File: src/rtl/ide_pkg.sv
// rtl/ide_pkg.sv - shared constants, status layout and FSM state type for the IDE target
package ide_pkg;

  // CS1 task-file addresses; DATA..STATUS also name the write-side registers at the same DA
  localparam logic [2:0] REG_DATA    = 3'd0;
  localparam logic [2:0] REG_ERROR   = 3'd1;
  localparam logic [2:0] REG_SECCNT  = 3'd2;
  localparam logic [2:0] REG_LBA_LO  = 3'd3;
  localparam logic [2:0] REG_LBA_MID = 3'd4;
  localparam logic [2:0] REG_LBA_HI  = 3'd5;
  localparam logic [2:0] REG_DEVICE  = 3'd6;
  localparam logic [2:0] REG_STATUS  = 3'd7;
  // CS2 control block: alt-status on read, device control on write
  localparam logic [2:0] REG_ALTSTAT = 3'd6;

  localparam int ST_BSY  = 7;
  localparam int ST_DRDY = 6;
  localparam int ST_DRQ  = 3;
  localparam int ST_ERR  = 0;

  localparam int DEVCTL_NIEN = 1;
  localparam int DEVCTL_SRST = 2;

  localparam logic [7:0] CMD_READ_SECTORS  = 8'h20;
  localparam logic [7:0] CMD_WRITE_SECTORS = 8'h30;
  localparam logic [7:0] ERR_ABRT          = 8'h04;

  typedef enum logic [1:0] {
    S_IDLE   = 2'd0,
    S_BUSY   = 2'd1,
    S_DRQ_WR = 2'd2,
    S_DRQ_RD = 2'd3
  } ide_state_e;

  function automatic logic [7:0] pack_status(input logic bsy, input logic drdy,
                                             input logic drq, input logic err);
    logic [7:0] s;
    s          = 8'h00;
    s[ST_BSY]  = bsy;
    s[ST_DRDY] = drdy;
    s[ST_DRQ]  = drq;
    s[ST_ERR]  = err;
    return s;
  endfunction

endpackage

File: src/rtl/ide_sector_buf.sv
// rtl/ide_sector_buf.sv - 256x16 sector buffer, synchronous write, asynchronous read
module ide_sector_buf (
  input  logic        clk,
  input  logic        we,
  input  logic [7:0]  waddr,
  input  logic [15:0] wdata,
  input  logic [7:0]  raddr,
  output logic [15:0] rdata
);

  logic [15:0] mem [256];

  always_ff @(posedge clk) begin
    if (we) begin
      mem[waddr] <= wdata;
    end
  end

  assign rdata = mem[raddr];

endmodule

File: src/rtl/ide_target.sv
// rtl/ide_target.sv - IDE PIO target: synchronized host bus, task file, sector FSM
// Interrupt output is only live when IDE_TARGET_IRQ_EN is defined.
module ide_target
  import ide_pkg::*;
#(
  parameter int BUSY_CYCLES = 16,
  parameter int IORDY_WAIT  = 2
) (
  input  logic        CLK,
  input  logic        RESET,
  input  logic        IDECS1_n,
  input  logic        IDECS2_n,
  input  logic [2:0]  DA,
  input  logic        IOR_n,
  input  logic        IOW_n,
  input  logic [15:0] DD_IN,
  output logic [15:0] DD_OUT,
  output logic        DD_OE,
  output logic        IORDY,
  output logic        INTRQ
);

  localparam logic [15:0] BUSY_LOAD  = 16'((BUSY_CYCLES > 0) ? BUSY_CYCLES - 1 : 0);
  localparam logic [7:0]  IORDY_LOAD = 8'(IORDY_WAIT);

  // bit order {IOW_n, IOR_n, IDECS2_n, IDECS1_n}
  logic [3:0]  meta_q, meta_d, sync_q, sync_d;
  logic [1:0]  prev_q, prev_d;

  ide_state_e  state_q, state_d;
  logic        xfer_rd_q, xfer_rd_d;
  logic [7:0]  ptr_q, ptr_d;
  logic [15:0] busy_cnt_q, busy_cnt_d;
  logic [7:0]  iordy_cnt_q, iordy_cnt_d;
  logic        err_q, err_d;
  logic [7:0]  error_q, error_d;
  logic [7:0]  features_q, features_d;
  logic [7:0]  seccnt_q, seccnt_d;
  logic [7:0]  lba_lo_q, lba_lo_d;
  logic [7:0]  lba_mid_q, lba_mid_d;
  logic [7:0]  lba_hi_q, lba_hi_d;
  logic [7:0]  device_q, device_d;
  logic        srst_q, srst_d;
  logic        nien_q, nien_d;
  logic        intrq_q, intrq_d;

  logic        cs1_sel, cs2_sel, selected;
  logic        ior_fall, ior_rise, iow_fall, iow_rise;
  logic        wr_cs1, rd_cs1;
  logic        buf_we, advance, intrq_set, intrq_clr;
  logic [15:0] buf_rdata;
  logic [7:0]  status;
  logic        unused_regs;

  always_comb begin
    meta_d = {IOW_n, IOR_n, IDECS2_n, IDECS1_n};
    sync_d = meta_q;
    prev_d = sync_q[3:2];
  end

  assign cs1_sel  = ~sync_q[0];
  assign cs2_sel  = ~sync_q[1];
  assign selected = cs1_sel | cs2_sel;
  assign ior_fall = prev_q[0] & ~sync_q[2];
  assign ior_rise = ~prev_q[0] & sync_q[2];
  assign iow_fall = prev_q[1] & ~sync_q[3];
  assign iow_rise = ~prev_q[1] & sync_q[3];
  assign wr_cs1   = iow_rise & cs1_sel;
  assign rd_cs1   = ior_rise & cs1_sel;

  assign status = pack_status(state_q == S_BUSY, state_q != S_BUSY,
                              (state_q == S_DRQ_WR) || (state_q == S_DRQ_RD), err_q);

  ide_sector_buf u_buf (
    .clk   (CLK),
    .we    (buf_we),
    .waddr (ptr_q),
    .wdata (DD_IN),
    .raddr (ptr_q),
    .rdata (buf_rdata)
  );

  always_comb begin
    state_d     = state_q;
    xfer_rd_d   = xfer_rd_q;
    ptr_d       = ptr_q;
    busy_cnt_d  = busy_cnt_q;
    iordy_cnt_d = iordy_cnt_q;
    err_d       = err_q;
    error_d     = error_q;
    features_d  = features_q;
    seccnt_d    = seccnt_q;
    lba_lo_d    = lba_lo_q;
    lba_mid_d   = lba_mid_q;
    lba_hi_d    = lba_hi_q;
    device_d    = device_q;
    srst_d      = srst_q;
    nien_d      = nien_q;
    buf_we      = 1'b0;
    advance     = 1'b0;
    intrq_set   = 1'b0;
    intrq_clr   = 1'b0;

    if (iordy_cnt_q != 8'd0) begin
      iordy_cnt_d = iordy_cnt_q - 8'd1;
    end
    if ((ior_fall | iow_fall) & selected) begin
      iordy_cnt_d = IORDY_LOAD;
    end

    if (iow_rise && cs2_sel && (DA == REG_ALTSTAT)) begin
      srst_d = DD_IN[DEVCTL_SRST];
      nien_d = DD_IN[DEVCTL_NIEN];
    end

    if (state_q == S_BUSY) begin
      if (busy_cnt_q == 16'd0) begin
        state_d = xfer_rd_q ? S_DRQ_RD : S_DRQ_WR;
      end else begin
        busy_cnt_d = busy_cnt_q - 16'd1;
      end
    end

    if (wr_cs1) begin
      case (DA)
        REG_DATA: begin
          if (state_q == S_DRQ_WR) begin
            buf_we  = 1'b1;
            advance = 1'b1;
          end
        end
        REG_ERROR:   features_d = DD_IN[7:0];
        REG_SECCNT:  seccnt_d   = DD_IN[7:0];
        REG_LBA_LO:  lba_lo_d   = DD_IN[7:0];
        REG_LBA_MID: lba_mid_d  = DD_IN[7:0];
        REG_LBA_HI:  lba_hi_d   = DD_IN[7:0];
        REG_DEVICE:  device_d   = DD_IN[7:0];
        REG_STATUS: begin
          if (state_q == S_IDLE) begin
            if ((DD_IN[7:0] == CMD_READ_SECTORS) || (DD_IN[7:0] == CMD_WRITE_SECTORS)) begin
              err_d      = 1'b0;
              ptr_d      = 8'd0;
              xfer_rd_d  = (DD_IN[7:0] == CMD_READ_SECTORS);
              busy_cnt_d = BUSY_LOAD;
              if (BUSY_CYCLES == 0) begin
                state_d = (DD_IN[7:0] == CMD_READ_SECTORS) ? S_DRQ_RD : S_DRQ_WR;
              end else begin
                state_d = S_BUSY;
              end
            end else begin
              err_d     = 1'b1;
              error_d   = ERR_ABRT;
              intrq_set = 1'b1;
            end
          end
        end
        default: ;
      endcase
    end

    if (rd_cs1 && (DA == REG_DATA) && (state_q == S_DRQ_RD)) begin
      advance = 1'b1;
    end
    if (rd_cs1 && (DA == REG_STATUS)) begin
      intrq_clr = 1'b1;
    end

    // sector count 0 wraps to 255 here, which is what makes it mean 256 sectors
    if (advance) begin
      ptr_d = ptr_q + 8'd1;
      if (ptr_q == 8'hFF) begin
        seccnt_d = seccnt_q - 8'd1;
        if (seccnt_q == 8'd1) begin
          state_d   = S_IDLE;
          intrq_set = 1'b1;
        end else begin
          busy_cnt_d = BUSY_LOAD;
          state_d    = (BUSY_CYCLES == 0) ? state_q : S_BUSY;
        end
      end
    end

    intrq_d = (intrq_q & ~intrq_clr) | intrq_set;

    // soft reset holds the task file in its reset state; device control itself is kept
    if (srst_q) begin
      state_d    = S_IDLE;
      xfer_rd_d  = 1'b0;
      ptr_d      = 8'd0;
      busy_cnt_d = 16'd0;
      err_d      = 1'b0;
      error_d    = 8'h01;
      features_d = 8'h00;
      seccnt_d   = 8'h01;
      lba_lo_d   = 8'h00;
      lba_mid_d  = 8'h00;
      lba_hi_d   = 8'h00;
      device_d   = 8'h00;
      intrq_d    = 1'b0;
      buf_we     = 1'b0;
    end
  end

  always_comb begin
    DD_OUT = 16'h0000;
    if (cs1_sel) begin
      case (DA)
        REG_DATA:    DD_OUT = (state_q == S_DRQ_RD) ? buf_rdata : 16'h0000;
        REG_ERROR:   DD_OUT = {8'h00, error_q};
        REG_SECCNT:  DD_OUT = {8'h00, seccnt_q};
        REG_LBA_LO:  DD_OUT = {8'h00, lba_lo_q};
        REG_LBA_MID: DD_OUT = {8'h00, lba_mid_q};
        REG_LBA_HI:  DD_OUT = {8'h00, lba_hi_q};
        REG_DEVICE:  DD_OUT = {8'h00, device_q};
        REG_STATUS:  DD_OUT = {8'h00, status};
        default:     DD_OUT = 16'h0000;
      endcase
    end else if (cs2_sel && (DA == REG_ALTSTAT)) begin
      DD_OUT = {8'h00, status};
    end
  end

  assign DD_OE = selected & ~sync_q[2];
  assign IORDY = (iordy_cnt_q == 8'd0);

`ifdef IDE_TARGET_IRQ_EN
  assign INTRQ       = intrq_q & ~nien_q;
  assign unused_regs = ^features_q;
`else
  assign INTRQ       = 1'b0;
  assign unused_regs = ^{features_q, nien_q, intrq_q};
`endif

  always_ff @(posedge CLK) begin
    if (RESET) begin
      meta_q      <= 4'hF;
      sync_q      <= 4'hF;
      prev_q      <= 2'b11;
      state_q     <= S_IDLE;
      xfer_rd_q   <= 1'b0;
      ptr_q       <= 8'd0;
      busy_cnt_q  <= 16'd0;
      iordy_cnt_q <= 8'd0;
      err_q       <= 1'b0;
      error_q     <= 8'h01;
      features_q  <= 8'h00;
      seccnt_q    <= 8'h01;
      lba_lo_q    <= 8'h00;
      lba_mid_q   <= 8'h00;
      lba_hi_q    <= 8'h00;
      device_q    <= 8'h00;
      srst_q      <= 1'b0;
      nien_q      <= 1'b0;
      intrq_q     <= 1'b0;
    end else begin
      meta_q      <= meta_d;
      sync_q      <= sync_d;
      prev_q      <= prev_d;
      state_q     <= state_d;
      xfer_rd_q   <= xfer_rd_d;
      ptr_q       <= ptr_d;
      busy_cnt_q  <= busy_cnt_d;
      iordy_cnt_q <= iordy_cnt_d;
      err_q       <= err_d;
      error_q     <= error_d;
      features_q  <= features_d;
      seccnt_q    <= seccnt_d;
      lba_lo_q    <= lba_lo_d;
      lba_mid_q   <= lba_mid_d;
      lba_hi_q    <= lba_hi_d;
      device_q    <= device_d;
      srst_q      <= srst_d;
      nien_q      <= nien_d;
      intrq_q     <= intrq_d;
    end
  end

endmodule

File: config.mk
export PLATFORM = sky130hd
export DESIGN_NAME = ide_target
export DESIGN_NICKNAME = d
export VERILOG_FILES = /design/src/rtl/ide_pkg.sv /design/src/rtl/ide_sector_buf.sv /design/src/rtl/ide_target.sv
export SDC_FILE = /design/constraint.sdc
export NUM_CORES = 2
export LEC_CHECK = 0
export ABC_AREA = 1
export CAP_MARGIN = 20
export CORE_ASPECT_RATIO = 1.75
export CORE_UTILIZATION = 35
export CTS_CLUSTER_SIZE = 30
export DETAILED_ROUTE_END_ITERATION = 10
export PLACE_DENSITY_LB_ADDON = 0.05
export SYNTH_ARGS = -nofsm -noshare
export SYNTH_HDL_FRONTEND = slang
export SYNTH_SLANG_ARGS = --single-unit
File: constraint.sdc
create_clock -name CLK -period 7.6 [get_ports CLK]
set_input_delay 2.28 -clock CLK [delete_from_list [all_inputs] [get_ports CLK]]
set_output_delay 2.28 -clock CLK [all_outputs]
set_load 0.02 [all_outputs]
==> impl_metrics.tcl <==
set metrics [dict create \
    dpl_cell_area_mm2 0.177 \
    cts_inserted_buffers 409 \
    synth-async-reset-ratio_pct 0 \
    path_buf_inv 3 \
    grt_max_degree 134 \
    syn_inst 13572 \
    dp_hpwl_mm 362 \
    slew_headroom_pct 21.8 \
    p_int_w 0.0373 \
    clock_latency_ns 0.98 \
    reg2regPathDepth 8 \
    die-area_mm2 0.482 \
    rsz0062_at_grt "no" \
    clk_root_buffer_cell "clkbuf_16" \
    routed_wl_mm 600 \
    muxShareOfSynthArea_pct 0 \
    power.leakage_nw 64.1 \
    min_to "sync_q[2]" \
    io_buffer_count 42 \
    path_max_fanout 37 \
    synth_area_mm2 0.168 \
    crit_top_cell "nand3_1" \
    initial_core_util_pct 35.2 \
    p_seq_share_pct 54.1 \
    cts.sink_count 4193 \
    final_area_mm2 0.191 \
    synth-xor-area-share_pct 0.110 \
    maxSlewViolCount 0 \
    synth_cell_types 45 \
    fin_crit_ns 7.49 \
    hold_depth 1 \
    avgRoutedWirePerCell_um 29.6 \
    ir_worst_vdd_v 0.000191 \
    r2r_end "u_buf.mem[133][7]" \
    synth_compound_area_share_pct 6.47 \
    grt_overflow 0 \
    cap_violations 0 \
    clkTransAtPathRegs_ns 0.06 \
    antenna_found_initial 23 \
    synth-edff-count 4096 \
    fp.dieH_um 917 \
    cpPeakStageDelay_ns 0.77 \
    core_mm2 0.476 \
    cts_tree "built" \
    yosysWarningCount 0 \
    powerDensity_mw_per_mm2 246 \
    p_clk_share_pct 44.5 \
    finalHoldViolCount 0 \
    ant_nets 0 \
    rows 335 \
    drtIter0Drc 9818 \
    ys_ff_latch 4193 \
    syn-num-nets 13607 \
    drc 0 \
    combPwrFrac_pct 1.4 \
    clock_path_buffers 4 \
    critPathLaunchType "flop" \
    p_switching_w 0.00962 \
    synth_top_family_by_area "simple AND/OR/NAND/NOR gates" \
    io_pins 44 \
    finalWorstSetupSlack_ns 0.105 \
    hold_start "meta_q[2]" \
    die_w_um 525 \
    synth_simple_gate_area_share_pct 15.8 \
    cp_top_family "simple AND/OR/NAND/NOR gates" \
    holdBufCountCts 0 \
    worstSetupEndpointType "primary output" \
    fmax_mhz 133 \
    grt_pass1_vias 107506 \
    worstSetupPathType "reg -> out" \
    syn_to_final_growth_pct 14.0 \
    dr.pass1.iters 6 \
    worst_slew_pin_slew_ns 1.16 \
    vias_per_cell 5.41 \
    crit_required_ns 5.32 \
    seq_area_frac_synth_pct 74.6 \
    slowest_stage "dfxtp_4" \
    critPathArrivalTime_ns 5.21 \
    synthAdderAreaFrac_pct 0.0747 \
    drive_gt1_share_pct 9.72 \
    hold_path.class "reg -> reg" \
    setup_viol 0 \
    status "finished clean" \
    rr_startpoint "sync_q[0]" \
    synthFlopType "edfxtp_1" \
    via_count 109632 \
    h-tree-depth 5 \
    grt_usage_pct 24.3 \
    r2r_slack_ns 3.57 \
    p_sw_share_pct 20.5 \
    gp_congestion 0.881 \
    tns_ns 0 \
    avgSynthCellArea_um2 12.3 \
    clock_skew_ns 0.0556 \
    pre_cts_ws_ns 0.708 \
    grt_pass1_wl_mm 838 \
    crit_chain "clkinv_8 > buf_12 > nand2_1 > nand3_1 > nand3_1 > nand3_1 > nand3_1 > nand3_1 > nand2_1 > nor2_1 > buf_12" \
    period_share_pct 98.6 \
    nets 13732 \
]
through the flow:
stage               std cells  total power (W)  util (%)  hold slack, ns
CTS                     20261           0.0474      40.1           0.415
global route            20268           0.0481      40.1           0.421
finish                  20281           0.0469      40.1           0.400
floorplan               13572           0.0260         -           0.389
global placement        19502           0.0266      37.3           0.399
detailed placement      19503           0.0266      37.3           0.398
synth_stat cells, types with 2 or more instances:
master	instances	area (um^2)
edfxtp_1	4096	123000
nand2_1	2463	9250
nand3_1	2228	11200
nor2_1	1518	5700
o21ai_0	1240	6210
o22ai_1	588	3680
clkbuf_1	418	1570
buf_2	261	1310
buf_1	135	507
buf_4	120	901
inv_1	117	439
a21oi_1	109	546
dfxtp_1	97	1940
o21ai_1	29	145
buf_6	17	191
nor3_1	16	80.1
xor2_1	13	114
or2_2	11	68.8
a22oi_1	10	75.1
ha_1	10	125
nand4_1	10	62.6
inv_2	9	33.8
xnor2_1	8	70.1
a31oi_1	6	37.5
nor3_2	6	60.1
a211oi_1	4	30.0
nor4_1	4	25.0
o211ai_1	4	30.0
buf_8	3	45.0
nand3b_1	3	22.5
a221oi_1	2	17.5
a22o_1	2	17.5
nor2_4	2	22.5
o31ai_1	2	15.0
registers in the layout (all words and copies together), names as in the netlist, named ones only:
register,flops
ptr_q,8
iordy_cnt_q,8
srst_q,1
xfer_rd_q,1
sync_q,4
lba_mid_q,8
prev_q,2
device_q,8
state_q,2
lba_hi_q,8
err_q,1
busy_cnt_q,16
lba_lo_q,8
error_q,2
seccnt_q,8
u_buf.mem,4096
meta_q,4
layout make-up:
type,instances,area (um^2)
diodes,15,37.5
clock buffers,493,10800
clock inverters,253,2580
fillers,44727,285000
inverters,128,534
multi-input cells,8297,37900
flip-flops and latches,4193,125000
well taps,6234,7800
repair buffers,667,6520
repair inverters,1,8.76
power groups by stage:
stage | registers (W) | logic [W] | clock network (W)
after detailed placement | 0.0259 | 0.000699 | 0
after floorplan | 0.0259 | 0.0000936 | 0
after CTS | 0.0254 | 0.000700 | 0.0213
after global routing | 0.0254 | 0.000722 | 0.0220
after global placement | 0.0259 | 0.000683 | 0
final | 0.0254 | 0.000674 | 0.0209
cells in the final DEF, fill, tap and decap left out, types with 8 or more instances in the layout:
master,instances
clkbuf_1,72
inv_1,114
o22ai_1,588
nand4_1,10
clkbuf_16,418
o21ai_1,29
nand2_1,2456
buf_4,529
edfxtp_1,4096
nor2_2,50
clkinv_2,86
diode_2,15
buf_8,19
nor3_2,13
o21ai_0,1240
clkdlybuf4s50_1,11
or2_2,11
buf_12,107
bufinv_16,52
a22oi_1,10
nor2_1,1469
a21oi_1,109
inv_6,8
clkinv_1,85
xor2_1,13
inv_2,8
nand3_1,2216
ha_1,10
clkinvlp_4,15
nor3_1,9
xnor2_1,8
dfxtp_1,91
nand3_2,13
worst max path at each step:
| stage | endpoint | slack (ns) | depth (start not counted) |
|---|---|---|---|
| 2_1_floorplan | DD_OUT[13] | 1.79 | 8 |
| 3_3_place_gp | DD_OUT[3] | 0.46 | 10 |
| 3_5_place_dp | DD_OUT[7] | 0.71 | 17 |
| 4_1_cts | DD_OUT[1] | 0.008 | 16 |
| 5_1_grt | DD_OUT[10] | 0.02 | 15 |
| 6_report | DD_OUT[8] | 0.11 | 11 |
cells by family after synthesis:
logic type               after synthesis
AND/OR/NAND/NOR                     6264
flip-flops                          4193
AO/OA/AOI/OAI                       2001
buffers and inverters               1082
XOR/XNOR                              21
adder cells (fa/ha/maj)               10
other                                  1
metal layers:
layer	global-route usage (%)	part of all wire, %	vias up
met5	0	0	-
met1	28.7	39	56180
met3	2.75	4.5	795
li1	-	-	49473
met4	11.4	5.1	0
met2	44.1	52	3184
what timing repair did:
action,in CTS,in global routing
setup buffers,11,0
gates cloned,1,0
endpoints found under the setup margin,16,4
gates resized for setup,1,6
pin swaps,0,0
Power figures use the tool's default switching activity.
